<file path="src/rtl/lsu_byte_sequencer_if.sv">
// Request/response handshake plus Mem data-port bundle for lsu_byte_sequencer.
// master = CPU datapath and Mem side, slave = the sequencer.
interface lsu_byte_sequencer_if #(
  parameter int AW = 32
);
  logic          req_valid;
  logic          req_ready;
  logic          req_we;
  logic [2:0]    req_funct3;
  logic [AW-1:0] req_addr;
  logic [31:0]   req_wdata;
  logic          resp_valid;
  logic [31:0]   resp_rdata;
  logic          resp_err;
  logic [AW-1:0] mem_addr;
  logic [1:0]    mem_size;
  logic [31:0]   mem_wdata;
  logic          mem_we;
  logic [31:0]   mem_rdata;

  modport master (
    output req_valid, req_we, req_funct3, req_addr, req_wdata, mem_rdata,
    input  req_ready, resp_valid, resp_rdata, resp_err,
    input  mem_addr, mem_size, mem_wdata, mem_we
  );

  modport slave (
    input  req_valid, req_we, req_funct3, req_addr, req_wdata, mem_rdata,
    output req_ready, resp_valid, resp_rdata, resp_err,
    output mem_addr, mem_size, mem_wdata, mem_we
  );
endinterface

</file>
<file path="src/rtl/lsu_byte_sequencer.sv">
// Single-outstanding RISC-V load/store sequencer on Mem's data port; falling-edge state.
// LSU_MISALIGN_EN splits misaligned H/HU/W into byte beats, otherwise those requests error.
module lsu_byte_sequencer #(
  parameter int AW = 32
) (
  input logic                 clk,
  input logic                 RST,
  lsu_byte_sequencer_if.slave bus
);

  typedef enum logic [1:0] {IDLE, ACCESS, DONE} state_t;

  state_t        state_q, state_d;
  logic          we_q, err_q;
  logic [2:0]    f3_q;
  logic [AW-1:0] addr_q;
  logic [31:0]   wdata_q, asm_q;
  logic          legal, misaligned, reject, accept, last_beat;
  logic          split_w;
  logic [1:0]    beat_w;

`ifdef LSU_MISALIGN_EN
  localparam bit SPLIT_EN = 1'b1;
  logic       split_q;
  logic [1:0] beat_q;
  assign split_w   = split_q;
  assign beat_w    = beat_q;
  assign last_beat = !split_q || (beat_q == (f3_q[1] ? 2'd3 : 2'd1));
`else
  localparam bit SPLIT_EN = 1'b0;
  assign split_w   = 1'b0;
  assign beat_w    = 2'd0;
  assign last_beat = 1'b1;
`endif

  always_comb begin
    legal      = bus.req_we ? (bus.req_funct3 inside {3'b000, 3'b001, 3'b010})
                            : (bus.req_funct3 inside {3'b000, 3'b001, 3'b010, 3'b100, 3'b101});
    misaligned = ((bus.req_funct3[1:0] == 2'b01) && bus.req_addr[0]) ||
                 ((bus.req_funct3[1:0] == 2'b10) && (bus.req_addr[1:0] != 2'b00));
    reject     = !legal || (misaligned && !SPLIT_EN);
  end

  assign accept = bus.req_valid && (state_q == IDLE);

  always_comb begin
    state_d = state_q;
    case (state_q)
      IDLE:    if (bus.req_valid) state_d = reject ? DONE : ACCESS;
      ACCESS:  if (last_beat) state_d = DONE;
      DONE:    state_d = IDLE;
      default: state_d = IDLE;
    endcase
  end

  always_ff @(negedge clk or negedge RST) begin
    if (!RST) begin
      state_q <= IDLE;
      we_q    <= 1'b0;
      err_q   <= 1'b0;
      f3_q    <= 3'b000;
      addr_q  <= '0;
      wdata_q <= '0;
      asm_q   <= '0;
`ifdef LSU_MISALIGN_EN
      split_q <= 1'b0;
      beat_q  <= 2'd0;
`endif
    end else begin
      state_q <= state_d;
      if (accept) begin
        we_q    <= bus.req_we;
        err_q   <= reject;
        f3_q    <= bus.req_funct3;
        addr_q  <= bus.req_addr;
        wdata_q <= bus.req_wdata;
        asm_q   <= '0;
`ifdef LSU_MISALIGN_EN
        split_q <= misaligned;
        beat_q  <= 2'd0;
`endif
      end else if (state_q == ACCESS) begin
`ifdef LSU_MISALIGN_EN
        // Split loads land one byte per beat in little-endian order.
        if (split_q) begin
          beat_q <= beat_q + 2'd1;
          if (!we_q) asm_q[{beat_q, 3'b000} +: 8] <= bus.mem_rdata[7:0];
        end else if (!we_q) begin
          asm_q <= bus.mem_rdata;
        end
`else
        if (!we_q) asm_q <= bus.mem_rdata;
`endif
      end
    end
  end

  // Memory-port outputs come only from latched request state.
  always_comb begin
    bus.req_ready = (state_q == IDLE);
    bus.mem_addr  = '0;
    bus.mem_size  = 2'b00;
    bus.mem_wdata = '0;
    bus.mem_we    = 1'b0;
    if (state_q == ACCESS) begin
      bus.mem_we = we_q;
      if (split_w) begin
        bus.mem_addr = addr_q + AW'(beat_w);
        if (we_q) bus.mem_wdata = {4{wdata_q[{beat_w, 3'b000} +: 8]}};
      end else begin
        bus.mem_addr = addr_q;
        bus.mem_size = f3_q[1:0];
        if (we_q) bus.mem_wdata = wdata_q;
      end
    end
  end

  always_comb begin
    bus.resp_valid = (state_q == DONE);
    bus.resp_err   = (state_q == DONE) && err_q;
    bus.resp_rdata = '0;
    if ((state_q == DONE) && !err_q && !we_q) begin
      case (f3_q)
        3'b000:  bus.resp_rdata = {{24{asm_q[7]}}, asm_q[7:0]};
        3'b100:  bus.resp_rdata = {24'd0, asm_q[7:0]};
        3'b001:  bus.resp_rdata = {{16{asm_q[15]}}, asm_q[15:0]};
        3'b101:  bus.resp_rdata = {16'd0, asm_q[15:0]};
        default: bus.resp_rdata = asm_q;
      endcase
    end
  end

endmodule

</file>
<file path="src/flat_wrapper.sv">
// flat-port wrapper written by rule: the top's interface ports become plain ports
module lsu_byte_sequencer_flat 
#(
  parameter int AW = 32
)
  (clk, RST, bus_req_valid, bus_req_we, bus_req_funct3, bus_req_addr, bus_req_wdata, bus_mem_rdata, bus_req_ready, bus_resp_valid, bus_resp_rdata, bus_resp_err, bus_mem_addr, bus_mem_size, bus_mem_wdata, bus_mem_we);
  lsu_byte_sequencer_if #(.AW(AW)) bus_i ();
  input logic clk;
  input logic RST;
  input wire logic [$bits(bus_i.req_valid)-1:0] bus_req_valid;
  input wire logic [$bits(bus_i.req_we)-1:0] bus_req_we;
  input wire logic [$bits(bus_i.req_funct3)-1:0] bus_req_funct3;
  input wire logic [$bits(bus_i.req_addr)-1:0] bus_req_addr;
  input wire logic [$bits(bus_i.req_wdata)-1:0] bus_req_wdata;
  input wire logic [$bits(bus_i.mem_rdata)-1:0] bus_mem_rdata;
  output wire logic [$bits(bus_i.req_ready)-1:0] bus_req_ready;
  output wire logic [$bits(bus_i.resp_valid)-1:0] bus_resp_valid;
  output wire logic [$bits(bus_i.resp_rdata)-1:0] bus_resp_rdata;
  output wire logic [$bits(bus_i.resp_err)-1:0] bus_resp_err;
  output wire logic [$bits(bus_i.mem_addr)-1:0] bus_mem_addr;
  output wire logic [$bits(bus_i.mem_size)-1:0] bus_mem_size;
  output wire logic [$bits(bus_i.mem_wdata)-1:0] bus_mem_wdata;
  output wire logic [$bits(bus_i.mem_we)-1:0] bus_mem_we;
  assign bus_i.req_valid = bus_req_valid;
  assign bus_i.req_we = bus_req_we;
  assign bus_i.req_funct3 = bus_req_funct3;
  assign bus_i.req_addr = bus_req_addr;
  assign bus_i.req_wdata = bus_req_wdata;
  assign bus_i.mem_rdata = bus_mem_rdata;
  assign bus_req_ready = bus_i.req_ready;
  assign bus_resp_valid = bus_i.resp_valid;
  assign bus_resp_rdata = bus_i.resp_rdata;
  assign bus_resp_err = bus_i.resp_err;
  assign bus_mem_addr = bus_i.mem_addr;
  assign bus_mem_size = bus_i.mem_size;
  assign bus_mem_wdata = bus_i.mem_wdata;
  assign bus_mem_we = bus_i.mem_we;
  lsu_byte_sequencer #(.AW(AW)) u_core (.clk(clk), .RST(RST), .bus(bus_i));
endmodule
</file>
<file path="config.mk">
export PLATFORM = sky130hd
export DESIGN_NAME = lsu_byte_sequencer_flat
export DESIGN_NICKNAME = d
export VERILOG_FILES = /design/src/rtl/lsu_byte_sequencer_if.sv /design/src/rtl/lsu_byte_sequencer.sv /design/src/flat_wrapper.sv
export SDC_FILE = /design/constraint.sdc
export NUM_CORES = 1
export LEC_CHECK = 0
export CORE_UTILIZATION = 43
export DETAILED_ROUTE_END_ITERATION = 7
export GPL_TIMING_DRIVEN = 0
export PLACE_DENSITY = 0.81
export SETUP_SLACK_MARGIN = 0.05
export SLEW_MARGIN = 20
export SYNTH_ARGS = -nofsm -noshare
export SYNTH_HDL_FRONTEND = slang
export SYNTH_SLANG_ARGS = --single-unit
</file>
<file path="constraint.sdc">
create_clock -name clk -period 2.6 [get_ports clk]
set_input_delay 0.52 -clock clk [delete_from_list [all_inputs] [get_ports clk]]
set_output_delay 0.52 -clock clk [all_outputs]
set_load 0.03 [all_outputs]
</file>
==> metrics.txt, run 1 <==
initial antenna violation count 1; maximum VDD drop 0.0004974 V; # H-tree levels 3; pin count of the biggest net entering global routing 53; largest area contributor in the netlist dfrtn_1; Tot GR Track Use 27.28%; critical path class reg2out; Worst Skew 6.010 ps; vias in the first global route 4787; Vias 4486; CTS buffer count 9; Yosys cell types 25; MaxCap Viol Count 0; router iterations before antenna repair 6; Reg clk slew, reported paths 50 ps; I/O pin cnt 205; Final ANT Viol Nets 0; setup violators final approximately 200; most frequent cells in the layout buf_6, dfrtn_1, clkdlybuf4s50_1; #FFs+latches synth 103; final setup margin -1244 ps; GRT overflow 0; Ys Warns 0; Rows 38; Hold Path Class reg2reg; Pwr Total approximately 5.8 mW; Sink Count 103; average cell area after synthesis ~11 sq um; Setup crit end kind output pin; CP Max Fanout 5; worst skew pair latency 350 ps; first-pass GRT wire length 24.33 mm; DIE AREA 11860 sq um; layout cells sized above 1 58.09%; Post-Synthesis Cells around 450; fin nets 821; relative slew slack 66.00%; Die X between 100 and 150 um; GP Congestion between 0.7 and 0.8; fillers 530; core area 10980 sq um; Startpoint Class flip-flop; post-synthesis sequential area ratio a little over half; Buffers on Ports 204; dpl cell area 7515 sq um; Critical Path RT 2080 ps; Min Hold Slack 453.8 ps; top post-synthesis cells by area dfrtn_1, mux2_2, mux2i_1; Clock Tree Root clkbuf_16; fin area 9477 sq um; syn nets 548; Worst Path Arrival ~3300 ps; DP HPWL 10.48 mm; drt initial violations 210; commonest non-fill, non-tap cell in the layout buf_6; post-DR vias/cell 5.192; Detailed Route WL between 15 and 20 mm; Synth top area share between 50 and 60%; area grow syn2layout 92.87%; final slew viol count 0; power density over the cells between 600 and 700 nW/um^2; Slew @ Worst Pin 510.1 ps; Cell Area, Synth 4913 sq um; failing checks setup timing; Hold Vio Cnt, Final 0; Initial Util 44.74%; die span in y 108.9 um; static leakage roughly 4.3 nW; CTS Buffer Depth 2; DRC viols 0; CTS tree done; unrepaired setup endpoints after global routing true; status complete, but fails checks; Routed WL per cell 21.19 um; Hold-fix buffers, CTS 0
-- critical path: stages (launching register included) --
cell	delay, ps
dfrtn_1	380
or4b_4	560
o21bai_4	270
buf_12	190
a21oi_4	120
buf_6	140
-- layout make-up --
type                    count  area (sq um)  share of cell area (%)
inverters                  32         120.1                   1.267
plain buffers              29         421.7                   4.449
diodes                      1         2.502                 0.02641
repair buffers            267          3097                   32.68
clock buffers              13         270.3                   2.852
clock inverters             3         40.04                  0.4225
multi-input cells         276          2773                   29.26
flip-flops and latches    103          2577                   27.20
well taps                 140         175.2                   1.848
-- cell families (layout without fill, tap and decap cells) --
| family | count (synthesis) | count (layout) | share of synthesized area (%) |
|---|---|---|---|
| AND/OR/NAND/NOR | 137 | 137 | 14.59 |
| multiplexers | 101 | 101 | 22.33 |
| flip-flops | 103 | 103 | 52.46 |
| buffers and inverters | 66 | 344 | 5.475 |
| other | 0 | 1 | 0 |
| AO/OA/AOI/OAI | 38 | 38 | 5.144 |
-- state kept, by name, indices dropped and copies added, names as in the netlist --
register / cells
u_core.addr_q: 32
u_core.asm_q: 32
u_core.err_q: 1
u_core.f3_q: 3
u_core.state_q: 2
u_core.wdata_q: 32
u_core.we_q: 1
-- routing by layer --
layer | GRT usage, % | vias up | share of wire [%]
met4 | 10.81 | 0 | 3.2
met3 | 9.384 | 39 | 7.6
met2 | 47.17 | 169 | 52
met5 | 0 | - | 0
met1 | 30.69 | 2258 | 37
li1 | - | 2020 | -
-- metrics by stage --
stage	std cells	setup slack (ps)	TNS (ps)	utilization, %
2_1_floorplan	445	-894.2	-89300	-
3_3_place_gp	789	-3978	-645120	68.16
3_5_place_dp	790	-1768	-241770	68.42
4_1_cts	842	-1286	-158620	78.64
5_1_grt	864	-1303	-126340	86.28
6_report	864	-1244	-119110	86.28
-- synth_stat cells, drive strengths merged --
cell type  number
a21oi          25
a221o           1
and2           37
and3           32
buf            17
clkbuf         17
dfrtn         103
inv            32
mux2           69
mux2i          32
nand2          49
nand2b          3
nor2           10
nor2b           2
o21ai           9
o21bai          2
o41ai           1
or2             1
or3b            1
or4             1
or4b            1
-- report_power, final --
part	switching [mW]	internal [mW]	leakage, nW
combinational	1.01	1.07	2.91
sequential	0.227	2.02	1.23
clock	0.609	0.824	0.156
-- timing repair --
action                     CTS  global route
setup endpoints to repair  205           205
pin swaps                   12            58
setup buffers               30            18
hold endpoints to repair     0             0
gates resized for setup    826           156
cloned                       6            13
-- worst paths after layout --
| check | from | end | slack (ps) | depth (start not counted) |
|---|---|---|---|---|
| hold / removal | u_core.wdata_q[11] | u_core.wdata_q[11] | 450 | 1 |
| hold reg to reg | u_core.wdata_q[11] | u_core.wdata_q[11] | 450 | 1 |
| min in group asynchronous | RST | u_core.asm_q[26] | 1300 | 1 |
| setup reg to reg | u_core.state_q[0] | u_core.addr_q[13] | 700 | 6 |
| setup / recovery | u_core.state_q[0] | bus_resp_rdata[29] | -1240 | 5 |
| max in group asynchronous | RST | u_core.wdata_q[5] | 640 | 2 |
No activity file was read; power rests on OpenSTA's default activity.
==> run 2: changes to the inputs <==
CORE_MARGIN = 3   (was default)
REMOVE_ABC_BUFFERS = 1   (was default)
==> run 2 against run 1 <==
- the flow still finishes with violations (setup timing)
- critical path type unchanged
- cell area shrank 3.8%
- critical path depth down 1
- combinational power decreased by 3%
- largest cell class unchanged
- global-route usage rose by 1.4 points
- sequential share of layout area rose by 1.1 points
- cell count down 1.7%
- die area rose by 7.5%
- count of clock-buffer cells in the layout down 1
- clock skew is 3.0 ps higher
- first-iteration DRC count is 46% higher
- flip-flop and latch count stayed put
- via count increased by 2.1%
==> metrics.txt, run 2 (synthesis results as in run 1) <==
initial antenna violation count 2 (was 1); layout cells sized above 1 55.51% (was 58.09%); Slew @ Worst Pin 511.3 ps (was 510.1 ps); critical path class reg2out (unchanged); CP max stage cell or4b_4 (unchanged); Comb pwr share 35.8% (was 36.2%); Hold Path Class reg2reg (unchanged); Worst Path Arrival 3220 ps (was 3320 ps); Detailed Route WL 19.92 mm (was 18.30 mm); post-DR vias/cell 5.397 (was 5.192); Clk pwr share 23.9% (was 24.9%); core area 10980 sq um (unchanged); Reg clk slew, reported paths 50 ps (about the same); CTS tree done (unchanged); setup violators final 186 (was 197); biggest regs u_core.addr_q x32, u_core.asm_q x32, u_core.wdata_q x32 (unchanged); DP HPWL 9.870 mm (was 10.48 mm); Initial Util 44.74% (unchanged); unrepaired setup endpoints after global routing true (unchanged); worst skew pair latency 360 ps (was 350 ps); Tot GR Track Use 28.66% (was 27.28%); dpl cell area 7157 sq um (was 7515 sq um); CP Max Fanout 8 (was 5); max incr delay on CP 590 ps (was 560 ps); failing checks setup timing (unchanged); CTS buffer count 9 (unchanged); drt initial violations 307 (was 210); Worst Skew 8.966 ps (was 6.010 ps); I/O pin cnt 205 (unchanged); router iterations before antenna repair 4 (was 6); Startpoint Class flip-flop (unchanged); Critical Path RT 2080 ps (about the same); Hold Vio Cnt, Final 0 (unchanged); final setup margin -1138 ps (was -1244 ps); commonest non-fill, non-tap cell in the layout buf_6 (unchanged); GP Congestion 0.7811 (was 0.7766); Setup crit end kind output pin (unchanged); Final ANT Viol Nets 0 (unchanged); Clock Tree Root clkbuf_16 (unchanged); final slew viol count 0 (unchanged); Internal Pwr Total 3.752 mW (was 3.913 mW); Vias 4582 (was 4486); Flop pwr share 40.3% (was 39.0%); Buffers on Ports 204 (unchanged); die span in y 112.9 um (was 108.9 um); GRT overflow 0 (unchanged); pin count of the biggest net entering global routing 58 (was 53); maximum VDD drop 0.0005469 V (was 0.0004974 V); area grow syn2layout 85.56% (was 92.87%); Sink Count 103 (unchanged); setup_tns -109190 ps (was -119110 ps); WP buf/inv 1 (was 2); Die X 112.9 um (was 108.9 um); Rows 38 (unchanged); relative slew slack 65.91% (was 66.00%); Worst path top cell family by delay simple AND/OR/NAND/NOR gates (unchanged); Routed WL per cell 23.46 um (was 21.19 um); status complete, but fails checks (unchanged); Min Hold Slack 446.0 ps (was 453.8 ps); first-pass GRT wire length 27.90 mm (was 24.33 mm); sw frac 33.09% (was 32.05%); power density over the cells 615.0 nW/um^2 (was 607.6 nW/um^2); fin area 9117 sq um (was 9477 sq um); Net Switching 1.855 mW (was 1.845 mW); DIE AREA 12750 sq um (was 11860 sq um); most frequent cells in the layout buf_6, dfrtn_1, clkdlybuf4s50_1 (unchanged); worst path cell trace or4b_4 > o21bai_4 > a21oi_2 > buf_6 (was or4b_4 > o21bai_4 > buf_12 > a21oi_4 > buf_6); fin nets 806 (was 821); CTS Buffer Depth 2 (unchanged); # H-tree levels 3 (unchanged); MaxCap Viol Count 0 (unchanged); DRC viols 0 (unchanged); static leakage 4.089 nW (was 4.299 nW); vias in the first global route 4982 (was 4787)
[run 2: cell count changes in the layout (fill, tap and decap cells not counted), moves of 8 or more]
cell	previous run	this run
buf_6	133	111
nand2_4	15	5
buf_16	2	11
buf_4	15	24
clkbuf_16	24	13
a21oi_4	18	9
a21oi_2	7	16
nand2_2	17	25
[run 2: power groups by stage]
stage | clock network (mW) | logic (mW) | registers (mW)
after CTS | 1.34 | 1.83 | 2.20
final | 1.34 | 2.01 | 2.26
after global routing | 1.42 | 2.12 | 2.29
after detailed placement | 0 | 1.31 | 2.29
after floorplan | 0 | 0.823 | 2.19
after global placement | 0 | 1.26 | 2.26
[run 2: through the flow]
step / cells / utilization (%) / worst slack (ps) / total power, mW
after global placement: 755 / 63.57 / -4006 / 3.514
after detailed placement: 762 / 65.16 / -2285 / 3.595
final: 849 / 83.01 / -1138 / 5.607
after CTS: 835 / 78.16 / -1148 / 5.376
after floorplan: 411 / - / -1989 / 3.011
after global routing: 849 / 83.01 / -1196 / 5.830
[run 2: final timing paths]
kind | from | end | slack [ps] | cells past startpoint
max in group asynchronous | RST | u_core.f3_q[1] | 660 | 2
min reg2reg | u_core.addr_q[27] | u_core.addr_q[27] | 450 | 1
max | u_core.err_q | bus_resp_rdata[29] | -1140 | 4
min | u_core.addr_q[27] | u_core.addr_q[27] | 450 | 1
min in group asynchronous | RST | u_core.wdata_q[25] | 1280 | 1
max reg2reg | u_core.state_q[0] | u_core.wdata_q[10] | 300 | 10
[run 2: area by class of cell]
| class | instances | area, sq um |
|---|---|---|
| clock inverters | 4 | 28.78 |
| clock buffers | 12 | 256.5 |
| inverters | 32 | 120.1 |
| fillers | 554 | 1866 |
| flip-flops and latches | 103 | 2577 |
| multi-input cells | 283 | 2691 |
| repair buffers | 274 | 3266 |
| diodes | 1 | 2.502 |
| well taps | 140 | 175.2 |
[run 2: per-layer routing]
metal | up-vias | global-route usage, % | part of all wire, %
li1 | 2007 | - | -
met1 | 2316 | 33.26 | 38
met2 | 212 | 48.42 | 51
met3 | 45 | 9.840 | 8.3
met4 | 2 | 12.02 | 2.8
met5 | - | 0 | 0.035
[run 2: timing repair]
item | CTS | global route
cloned | 20 | 4
gates resized for setup | 800 | 113
setup endpoints to repair | 205 | 204
pin swaps | 33 | 19
hold buffers | 0 | 0
setup buffers | 37 | 17
[run 2: worst register-to-register path: cells and delay by family, from the launching register on]
kind | cells | cell delay (ps)
and+or+nand+nor | 1 | 410
DFF | 1 | 390
buffers and inverters | 8 | 1100
muxes | 1 | 260
